<file path="config.mk">
export PLATFORM = sky130hd
export DESIGN_NAME = uart_tx_param
export DESIGN_NICKNAME = d
export VERILOG_FILES = /design/src/rtl/uart_pkg.sv /design/src/rtl/uart_tx_param_baud_gen.sv /design/src/rtl/uart_tx_param.sv
export SDC_FILE = /design/constraint.sdc
export NUM_CORES = 1
export LEC_CHECK = 0
export ABC_AREA = 1
export CORE_AREA = 3 3 84 86
export DETAILED_ROUTE_END_ITERATION = 16
export DIE_AREA = 0 0 87 89
export SYNTH_ARGS = -nofsm -noshare
export SYNTH_HDL_FRONTEND = slang
export SYNTH_SLANG_ARGS = --single-unit
</file>
<file path="constraint.sdc">
create_clock -name CLKIN -period 4.05 [get_ports CLKIN]
set_input_delay 0.405 -clock CLKIN [delete_from_list [all_inputs] [get_ports CLKIN]]
set_output_delay 0.405 -clock CLKIN [all_outputs]
set_load 0.02 [all_outputs]
</file>
<file path="src/rtl/uart_pkg.sv">
// Shared UART types and helpers for the TX (and future RX) datapaths.
// Latency: none, declarations only.
// Backpressure: not applicable.
package uart_pkg;

  // Frame sequencer states, in transmission order
  typedef enum logic [2:0] {
    IDLE  = 3'd0,
    START = 3'd1,
    DATA  = 3'd2,
    PAR   = 3'd3,
    STOP  = 3'd4
  } tx_state_t;

  // Parity selection values for the PARITY parameter
  localparam int PAR_NONE = 0;
  localparam int PAR_ODD  = 1;
  localparam int PAR_EVEN = 2;

  // Total serial bits in one frame: start + data + optional parity + stops
  function automatic int frame_bits(input int data_bits, input int parity, input int stop_bits);
    return 1 + data_bits + ((parity != PAR_NONE) ? 1 : 0) + stop_bits;
  endfunction

endpackage

</file>
<file path="src/rtl/uart_tx_param_baud_gen.sv">
// Bit-period counter: counts 0..CLKS_PER_BIT-1 and flags the last count of each bit.
// Latency: tick is combinational from the registered count; restart takes effect next edge.
// Backpressure: none, free-running unless restarted.
module baud_gen #(
  parameter int CLKS_PER_BIT = 414
) (
  input  logic CLKIN,
  input  logic RESET,
  input  logic restart,
  output logic tick
);

  localparam int CNT_W = (CLKS_PER_BIT > 1) ? $clog2(CLKS_PER_BIT) : 1;
  localparam logic [CNT_W-1:0] CNT_LAST = CNT_W'(CLKS_PER_BIT - 1);

  if (CLKS_PER_BIT < 2) begin : g_bad_cpb
    $error("baud_gen: CLKS_PER_BIT must be 2 or more");
  end

  logic [CNT_W-1:0] cnt_q;
  logic [CNT_W-1:0] cnt_d;

  // Next count: restart forces zero, otherwise wrap from the last count back to zero
  always_comb begin
    cnt_d = cnt_q;
    if (restart || (cnt_q == CNT_LAST)) begin
      cnt_d = '0;
    end else begin
      cnt_d = cnt_q + 1'b1;
    end
  end

  // Count register with synchronous reset
  always_ff @(posedge CLKIN) begin
    if (RESET) begin
      cnt_q <= '0;
    end else begin
      cnt_q <= cnt_d;
    end
  end

  assign tick = (cnt_q == CNT_LAST);

endmodule

</file>
<file path="src/rtl/uart_tx_param.sv">
// Parametrised UART transmitter: start, LSB-first data, optional parity, 1 or 2 stop bits.
// Latency: out/busy change one clock after the handshake edge; a frame spans F*CLKS_PER_BIT clocks.
// Backpressure: ready only in IDLE or the final stop-bit cycle, so back-to-back frames have no gap.
module uart_tx_param
  import uart_pkg::*;
#(
  parameter int CLKS_PER_BIT = 414,
  parameter int DATA_BITS    = 8,
  parameter int PARITY       = 0,
  parameter int STOP_BITS    = 1
) (
  input  logic                 CLKIN,
  input  logic                 RESET,
  input  logic [DATA_BITS-1:0] data,
  input  logic                 valid,
  output logic                 ready,
  output logic                 out,
  output logic                 busy
);

  // Bit index covers the longest run inside a frame (data bits or stop bits)
  localparam int IDX_W = $clog2(frame_bits(DATA_BITS, PARITY, STOP_BITS));
  localparam logic [IDX_W-1:0] DATA_LAST = IDX_W'(DATA_BITS - 1);
  localparam logic [IDX_W-1:0] STOP_LAST = IDX_W'(STOP_BITS - 1);

  if (CLKS_PER_BIT < 2) begin : g_bad_cpb
    $error("uart_tx_param: CLKS_PER_BIT must be 2 or more");
  end
  if ((DATA_BITS < 5) || (DATA_BITS > 9)) begin : g_bad_db
    $error("uart_tx_param: DATA_BITS must be in 5..9");
  end
  if ((PARITY != PAR_NONE) && (PARITY != PAR_ODD) && (PARITY != PAR_EVEN)) begin : g_bad_par
    $error("uart_tx_param: PARITY must be 0, 1 or 2");
  end
  if ((STOP_BITS != 1) && (STOP_BITS != 2)) begin : g_bad_sb
    $error("uart_tx_param: STOP_BITS must be 1 or 2");
  end

  tx_state_t            state_q, state_d;
  logic [DATA_BITS-1:0] shreg_q, shreg_d;
  logic [IDX_W-1:0]     bit_q, bit_d;
  logic                 par_q, par_d;
  logic                 out_q, out_d;
  logic                 busy_q, busy_d;

  logic tick;
  logic last_stop;
  logic hs;
  logic baud_restart;
  logic word_par;

  // Parity of the incoming word, computed at the handshake so later data changes cannot leak in
  assign word_par = (PARITY == PAR_ODD) ? ~(^data) : (^data);

  // Final clock of the final stop bit: the only mid-frame slot where a new word may be taken
  assign last_stop = (state_q == STOP) && tick && (bit_q == STOP_LAST);

  // ready depends on state and counters only; valid never feeds back into it
  assign ready = !RESET && ((state_q == IDLE) || last_stop);
  assign hs    = valid && ready;

  // Hold the bit timer at zero while idle so every frame starts with a full bit period
  assign baud_restart = hs || (state_q == IDLE);

  baud_gen #(
    .CLKS_PER_BIT (CLKS_PER_BIT)
  ) u_baud_gen (
    .CLKIN   (CLKIN),
    .RESET   (RESET),
    .restart (baud_restart),
    .tick    (tick)
  );

  // Frame sequencer next state: advance one bit per tick, reload on handshake
  always_comb begin
    state_d = state_q;
    shreg_d = shreg_q;
    bit_d   = bit_q;
    par_d   = par_q;

    unique case (state_q)
      IDLE: begin
        // reload handled below
      end
      START: begin
        if (tick) begin
          bit_d   = '0;
          state_d = DATA;
        end
      end
      DATA: begin
        if (tick) begin
          shreg_d = shreg_q >> 1;
          if (bit_q == DATA_LAST) begin
            bit_d   = '0;
            state_d = (PARITY != PAR_NONE) ? PAR : STOP;
          end else begin
            bit_d = bit_q + 1'b1;
          end
        end
      end
      PAR: begin
        if (tick) begin
          bit_d   = '0;
          state_d = STOP;
        end
      end
      STOP: begin
        if (tick) begin
          if (bit_q == STOP_LAST) begin
            state_d = IDLE;
          end else begin
            bit_d = bit_q + 1'b1;
          end
        end
      end
      default: begin
        state_d = IDLE;
      end
    endcase

    // A handshake (idle or last stop cycle) latches the word and begins a new frame
    if (hs) begin
      shreg_d = data;
      par_d   = word_par;
      bit_d   = '0;
      state_d = START;
    end
  end

  // Line level and busy flag derived from the current state, registered for a glitch-free pin
  always_comb begin
    out_d  = 1'b1;
    busy_d = (state_q != IDLE);
    unique case (state_q)
      IDLE:    out_d = 1'b1;
      START:   out_d = 1'b0;
      DATA:    out_d = shreg_q[0];
      PAR:     out_d = par_q;
      STOP:    out_d = 1'b1;
      default: out_d = 1'b1;
    endcase
  end

  // State and datapath registers; reset aborts any frame and discards the partial word
  always_ff @(posedge CLKIN) begin
    if (RESET) begin
      state_q <= IDLE;
      shreg_q <= '0;
      bit_q   <= '0;
      par_q   <= 1'b0;
      out_q   <= 1'b1;
      busy_q  <= 1'b0;
    end else begin
      state_q <= state_d;
      shreg_q <= shreg_d;
      bit_q   <= bit_d;
      par_q   <= par_d;
      out_q   <= out_d;
      busy_q  <= busy_d;
    end
  end

  assign out  = out_q;
  assign busy = busy_q;

endmodule

</file>
# Yosys cells after proc, flatten, opt, wreduce, memory -nomap -nowiden
# Index checks and enable logic that the tools add are counted.
# W data, S select, Z words.
# word_totals
regBits	27
out_inout_bits	3
# classes
n_addsub	2
n_eq_ne	21
muxes	18
bitwise	1
reduce_logical	22
# ops
op	count
$mux W8	3
$mux W4	5
$mux W3	6
$ne A3 B3 Y1 const B	5
$pmux W3 S5	1
$ne A2 B2 Y1 const B	7
$reduce_and A7 Y1	2
$pmux W4 S3	1
$add A9 B1 Y9 const B	1
$eq A9 B9 Y1 const B	1
$reduce_xor A8 Y1	1
$eq A3 B2 Y1 const B	2
$reduce_bool A3 Y1	2
$reduce_or A2 Y1	3
$reduce_and A5 Y1	1
$add A4 B1 Y4 const B	1
$eq A4 B3 Y1 const B	1
$logic_and A1 B1 Y1	4
$logic_not A4 Y1	1
$ne A2 B1 Y1 const B	2
$reduce_bool A2 Y1	2
$eq A3 B1 Y1 const B	1
$eq A3 B3 Y1 const B	1
$logic_not A3 Y1	1
other kinds (7)	9

# Longest topological paths before layout
# Gate-level depths: netlist (run 1).
# depth
depth_word	9
ltp_mapped	14
depth_no_buf	14

# Modules after synthesis
# A second synthesis (run 1) with hierarchy kept.
# unflattened
cells_unflattened	227
area_unflattened_um2	1561.5
# by_module_without_submodules
module	n_inst	cells_per_inst	area_per_inst_um2	seq_area_each_um2
uart_tx_param	1	161	1107.3	360.3
baud_gen	1	66	454.2	180.2

# Least setup slack after synthesis (run 1)
# OpenSTA, ideal clock, no wires.
# synth_path
path_type	register to output
from	register u_baud_gen.cnt_q[0]
to	output ready
t_arrival_ns	1.137
setup_slack_ns	2.508
stages_incl_launch_ff	8
path_cell_list	dfxtp_1 ha_1 nand2_1 inv_1 nand2_2 nor2_8 nand2_4 a21oi_4
# synth_via
elab_chain_len	5
# synth_lines
element	line_no	text
start: declaration	uart_tx_param_baud_gen.sv:20	logic [CNT_W-1:0] cnt_q;
start signal: assignment	uart_tx_param_baud_gen.sv:38	cnt_q <= cnt_d;
$eq A9 B9 Y1	uart_tx_param_baud_gen.sv:42	assign tick = (cnt_q == CNT_LAST);
$logic_and A1 B1 Y1 (2 in a row)	uart_tx_param.sv:56	assign last_stop = (state_q == STOP) && tick && (bit_q == STOP_LAST);
$logic_or A1 B1 Y1	uart_tx_param.sv:59	assign ready = !RESET && ((state_q == IDLE) || last_stop);
$logic_and A1 B1 Y1	uart_tx_param.sv:59	
end: declaration	uart_tx_param.sv:16	output logic ready,
# No other way between the ends.

# Worst setup path after layout (run 1)
# Ends and elaborated chain as after synthesis.

==> flow_summary_export.csv, run 1 <==
group,metric,value,unit
clock_tree,ctsHoldBuffers,0,
timing,max_slew_margin,0.780,
clock_tree,clock_sinks,27,
synthesis,syn_area,0.00146,mm^2
clock_tree,cts_setup_buffers,0,
drt,dr_total_vias,1234,
worst_setup_path,critical_path_class,"reg -> out",
placed_design,port_buffers,13,
timing,rsz0062_at_grt,"no",
synthesis,async_flop_share,0,
global_routing,antenna_found_initial,0,
finish,final_cell_count_no_fill,290,
global_routing,grt_pass1_wl,4.89,mm
timing,holdWs,0.473,ns
timing,finalCriticalPeriod,2.50,ns
worst_setup_path,reg2reg_slack,2.26,ns
drt,ant_nets,0,
placed_design,place_inst,286,
global_routing,grt.total_usage,0.0790,
finish,layout_common_cells,"44 x nand2_1, 29 x nand3_1, 27 x dfxtp_1, 23 x inv_1, 15 x nor2_1",
worst_setup_path,critPathCaptureType,"output pin",
worst_setup_path,path_delay_family,"buffers and inverters",
timing,fin_worst_skew,0.00432,ns
timing,setup_violations,0,
timing,finalCritPeriodShare,0.618,
placed_design,place_congestion,0.818,
clock_tree,insertion_delay,0.27,ns
drt,drc,0,
global_routing,grt_pass1_vias,1137,
die,dieArea,0.00774,mm^2
clock_tree,tritoncts,"built",
synthesis,synthTopCellsByArea,"dfxtp_1 37%, nand2_1 11%, nand3_1 9.9%",
die,die_w,87,um
timing,finalSetupTns,0,ns
synthesis,syn-num-nets,212,
clock_tree,clock_path_buffers,2,
worst_setup_path,start_kind,"flop",
synthesis,synth.avg_cell_area,7.42,um^2
power_and_ir_drop,p_leak,0.769,nW
timing,hold_viol,0,
power_and_ir_drop,vdd_ir_drop_max,0.000128,V
timing,tightest_slew,0.329,ns
die,die_h,89,um
synthesis,seq_area_frac_synth,0.370,
finish,drive_gt1_frac,0.113,
synthesis,netlist_instances,197,
synthesis,ys_seq_elements,27,
drt,drt_iter0_markers,44,
drt,drt_pre_antenna_iters,4,
finish,nets,229,
synthesis,ys_types,27,
power_and_ir_drop,power,0.508,mW
worst_hold_path,hold_class,"reg -> reg",
status,outcome,"finished clean",
worst_setup_path,cp.required,3.64,ns
global_routing,grt_start_max_net_pins,16,
worst_setup_path,critPathMaxStageDelay,0.64,ns
clock_tree,clkTransAtPathRegs,0.09,ns
worst_setup_path,slowest_stage,"clkdlybuf4s50_1",
finish,layout_commonest_cell,"nand2_1",
synthesis,ys.flop_type,"dfxtp_1",
die,start_util,0.230,
power_and_ir_drop,p_per_area,294,mW/mm^2
synthesis,synth_edf_count,0,
die,io-pin-count,14,
die,rows,29,
finish,fin_util,0.272,
global_routing,grt.overflow.total,0,
worst_setup_path,arrival,2.10,ns
placed_design,dp_hpwl,2.14,mm
clock_tree,cts-resized-gates,0,
finish,syn_to_final_growth,17.9,%
timing,max_freq,399,MHz
synthesis,yosys.area.top_type,"dfxtp_1",
worst_setup_path,crit_fanout,6,
worst_setup_path,crit_chain,"ha_1, nand2_1, inv_1, nand2_2, nor2_8, nand2_4, a21oi_4, clkdlybuf4s50_1",
drt,wl_per_cell,9.66,um
die,core_region_area,0.00635,mm^2
clock_tree,root_buffer,"clkbuf_8",
timing,report.final.slew_viol_count,0,
finish,n_antenna_cell,0,
drt,via_per_inst,4.26,
clock_tree,cts_max_level,1,
drt,wirelength,2.80,mm
flow_run,maxCapViolations,0,
clock_tree,cts_buffers,3,
synthesis,synth_top_area_share,0.370,
synthesis,synth_warnings,0,
worst_setup_path,crit_buf_inv,2,
## flip-flops by register name, indices dropped and copies added, names as in the netlist
register,cells
state_q,3
busy,1
u_baud_gen.cnt_q,9
shreg_q,8
out,1
par_q,1
bit_q,4
## synth_stat cells, drive strengths merged (2+ instances only)
| cell type | instances |
|---|---|
| dfxtp | 27 |
| xor2 | 6 |
| a21oi | 8 |
| nand2 | 49 |
| o21ai | 6 |
| nand3 | 30 |
| nor2 | 19 |
| a211oi | 2 |
| nor3 | 2 |
| xnor2 | 6 |
| or2 | 3 |
| ha | 4 |
| inv | 29 |
## final timing paths
kind         cells past startpoint         end                 from
max                              8       ready  u_baud_gen.cnt_q[0]
min                              2  shreg_q[6]           shreg_q[7]
max reg2reg                     12       par_q  u_baud_gen.cnt_q[0]
min reg2reg                      2  shreg_q[6]           shreg_q[7]
## routing by layer
metal,part of all wire,GRT usage,routed length (um)
met5,0,0,0
met4,0.018,0.0382,50
met3,0.031,0.0147,86
met2,0.42,0.126,1180
met1,0.53,0.103,1490
## through the flow
stage | setup slack [ns] | instance area (um^2)
after detailed placement | 1.80 | 1680
after CTS | 1.54 | 1720
after global placement | 1.82 | 1680
after global routing | 1.45 | 1720
final | 1.55 | 1720
after floorplan | 2.51 | 1460
## power by group
part,internal [mW],leakage (nW),switching [mW]
Sequential,0.275,0.219,0.00597
Clock,0.0690,0.0255,0.0858
Combinational,0.0322,0.524,0.0402
## final cells by class
cell class / instances / area (um^2)
clock buffer: 3 / 41.3
clock inverter: 1 / 5.00
fill: 690 / 4630
inverter: 29 / 109
multi-input combinational: 140 / 802
sequential: 27 / 541
tap: 77 / 96.3
timing repair buffer: 13 / 130
## tightest hold or removal path, delay by kind of cell (launching register included)
family | cells | cell delay, ns
simple gates | 2 | 0.12
flops | 1 | 0.32
## logic make-up (layout without fill, tap and decap cells)
| logic type | after synthesis | in the layout | share of synthesized area |
|---|---|---|---|
| AOI/OAI and AO/OA | 19 | 19 | 0.0821 |
| xor gates and xnor gates | 12 | 12 | 0.0719 |
| adders and majority gates | 4 | 4 | 0.0342 |
| buffers and inverters | 30 | 46 | 0.0821 |
| DFF | 27 | 27 | 0.370 |
| and+or+nand+nor | 105 | 105 | 0.360 |
No activity file was read; power rests on OpenSTA's default activity.
==> run 2, diff against run 1 <==
clock period = 2.25 ns   (was 4.05 ns; I/O delays follow)
==> run 2 against run 1 <==
Clock power up 85%; critical path depth unchanged; largest cell class unchanged; cell count up 0.34%; sequential cell count unchanged; combinational power up 78%; sequential power up 80%; final area up 0.51%.
==> flow_summary_export.csv, run 2 (synthesis gave the netlist of run 1 again) <==
group,metric,value,unit
placed_design,placed_cell_area,0.00169,mm^2
clock_tree,ctsHoldBuffers,0,
die,core_region_area,0.00635,mm^2
power_and_ir_drop,vdd_ir_drop_max,0.000258,V
worst_setup_path,r2r-start,"u_baud_gen.cnt_q[0]",
worst_setup_path,critical_path_class,"reg -> out",
die,rows,29,
power_and_ir_drop,p_per_area,531,mW/mm^2
global_routing,grt.overflow.total,0,
drt,wl_per_cell,9.39,um
worst_setup_path,slowest_stage,"dfxtp_1",
finish,layout_commonest_cell,"nand2_1",
timing,finalCriticalPeriod,2.04,ns
clock_tree,cts_buffers,3,
clock_tree,root_buffer,"clkbuf_8",
clock_tree,cts_setup_buffers,0,
timing,hold_viol,0,
worst_setup_path,critPathCaptureType,"output pin",
flow_run,maxCapViolations,0,
finish,fin_util,0.273,
drt,ant_nets,0,
clock_tree,insertion_delay,0.28,ns
finish,drive_gt1_frac,0.117,
drt,drt_iter0_markers,37,
die,die_h,89,um
timing,setup_ws,0.210,ns
placed_design,post-place-ws,0.234,ns
worst_setup_path,timing.rr.end,"bit_q[0]",
global_routing,antenna_found_initial,0,
worst_setup_path,start_kind,"flop",
clock_tree,clock_path_buffers,2,
worst_setup_path,crit_fanout,6,
die,start_util,0.230,
die,die_w,87,um
timing,rsz0062_at_grt,"no",
placed_design,port_buffers,13,
drt,dr_total_vias,1210,
finish,nets,230,
clock_tree,cts-resized-gates,1,
clock_tree,clock_sinks,27,
finish,regMostFlops,"u_baud_gen.cnt_q",
timing,tightest_slew,0.314,ns
finish,n_antenna_cell,0,
global_routing,grt.total_usage,0.0793,
worst_setup_path,reg2reg_slack,0.52,ns
status,outcome,"finished clean",
timing,finalCritPeriodShare,0.907,
drt,drt_pre_antenna_iters,4,
clock_tree,cts_max_level,1,
global_routing,grt_pass1_vias,1160,
timing,finalSetupTns,0,ns
finish,layout_common_cells,"44 x nand2_1, 29 x nand3_1, 27 x dfxtp_1, 23 x inv_1, 15 x nor2_1",
worst_setup_path,rr_worst_depth,12,
drt,drc,0,
finish,syn_to_final_growth,18.5,%
worst_setup_path,cp.required,2.03,ns
worst_setup_path,cp-endpoint,"ready",
placed_design,place_congestion,0.788,
worst_setup_path,crit_start,"u_baud_gen.cnt_q[0]",
worst_hold_path,hold_path_depth,2,
finish,biggestRegsByFlops,"u_baud_gen.cnt_q (9), shreg_q (8), bit_q (4)",
worst_hold_path,hold_class,"reg -> reg",
worst_setup_path,critPathMaxStageDelay,0.42,ns
timing,setup_violations,0,
placed_design,place_inst,287,
finish,largest_reg_flops,9,
clock_tree,clkTransAtPathRegs,0.10,ns
global_routing,grt_pass1_wl,5.00,mm
finish,fin_area,0.00173,mm^2
timing,fin_worst_skew,0.00380,ns
timing,report.final.slew_viol_count,0,
placed_design,dp_hpwl,2.21,mm
clock_tree,tritoncts,"built",
finish,final_cell_count_no_fill,291,
worst_setup_path,crit_chain,"ha_1, nand2_1, inv_1, nand2_2, nor2_8, nand2_4, a21oi_4, dlygate4sd2_1",
drt,wirelength,2.73,mm
power_and_ir_drop,p_leak,0.772,nW
die,dieArea,0.00774,mm^2
timing,max_slew_margin,0.790,
global_routing,grt_start_max_net_pins,17,
drt,via_per_inst,4.16,
timing,max_freq,490,MHz
worst_setup_path,arrival,1.81,ns
die,io-pin-count,14,
run 2: cell types whose count changed in the layout (fill, tap and decap cells not counted):
| cell | before | now |
|---|---|---|
| buf_4 | 0 | 1 |
| clkdlybuf4s50_1 | 13 | 12 |
| clkinv_2 | 1 | 0 |
| dlygate4sd2_1 | 0 | 1 |
| clkinvlp_4 | 0 | 1 |
run 2: critical path: cells and delay by family (launching register included):
family                     cells  cell delay (ns)
AOI/OAI and AO/OA              1             0.19
adders and majority gates      1             0.17
buffers and inverters          2             0.42
DFF                            1             0.42
and+or+nand+nor                4             0.34
run 2: how the worst min path moves through the flow:
stage                     slack, ns    endpoint  startpoint
after floorplan                0.29  shreg_q[7]       RESET
after global placement         0.46       par_q       par_q
after detailed placement       0.46  shreg_q[6]  shreg_q[7]
after CTS                      0.48  shreg_q[6]  shreg_q[7]
after global routing           0.49       par_q       par_q
final                          0.47       par_q       par_q
run 2: final cells by class:
| cell class | instances | area, um^2 |
|---|---|---|
| clock inverter | 1 | 7.51 |
| multi-input combinational | 140 | 802 |
| fill | 689 | 4620 |
| tap | 77 | 96.3 |
| inverter | 29 | 109 |
| clock buffer | 3 | 41.3 |
| sequential | 27 | 541 |
| timing repair buffer | 14 | 136 |
run 2: power breakdown:
group	switching (mW)	total [mW]	internal, mW
Combinational	0.0712	0.129	0.0579
Sequential	0.0106	0.505	0.494
Clock	0.160	0.286	0.126
Total	0.242	0.920	0.678
run 2: routing by layer:
metal	up-vias	GRT usage	wire length, um
met3	4	0.0147	112
met2	20	0.129	1180
li1	664	-	-
met5	-	0	0
met4	0	0.0340	46
met1	522	0.103	1400
run 2: through the flow:
stage | power [mW] | hold slack (ns)
floorplan | 0.598 | 0.294
global placement | 0.647 | 0.459
detailed placement | 0.648 | 0.464
CTS | 0.938 | 0.480
global route | 0.966 | 0.490
finish | 0.920 | 0.473
==> run 3, diff against run 2 <==
CTS_BUF_LIST = sky130_fd_sc_hd__clkbuf_4 sky130_fd_sc_hd__clkbuf_8   (was unset)
==> results of run 3 <==
Same layout as run 2: the final DEF is identical, and so are final timing and power.
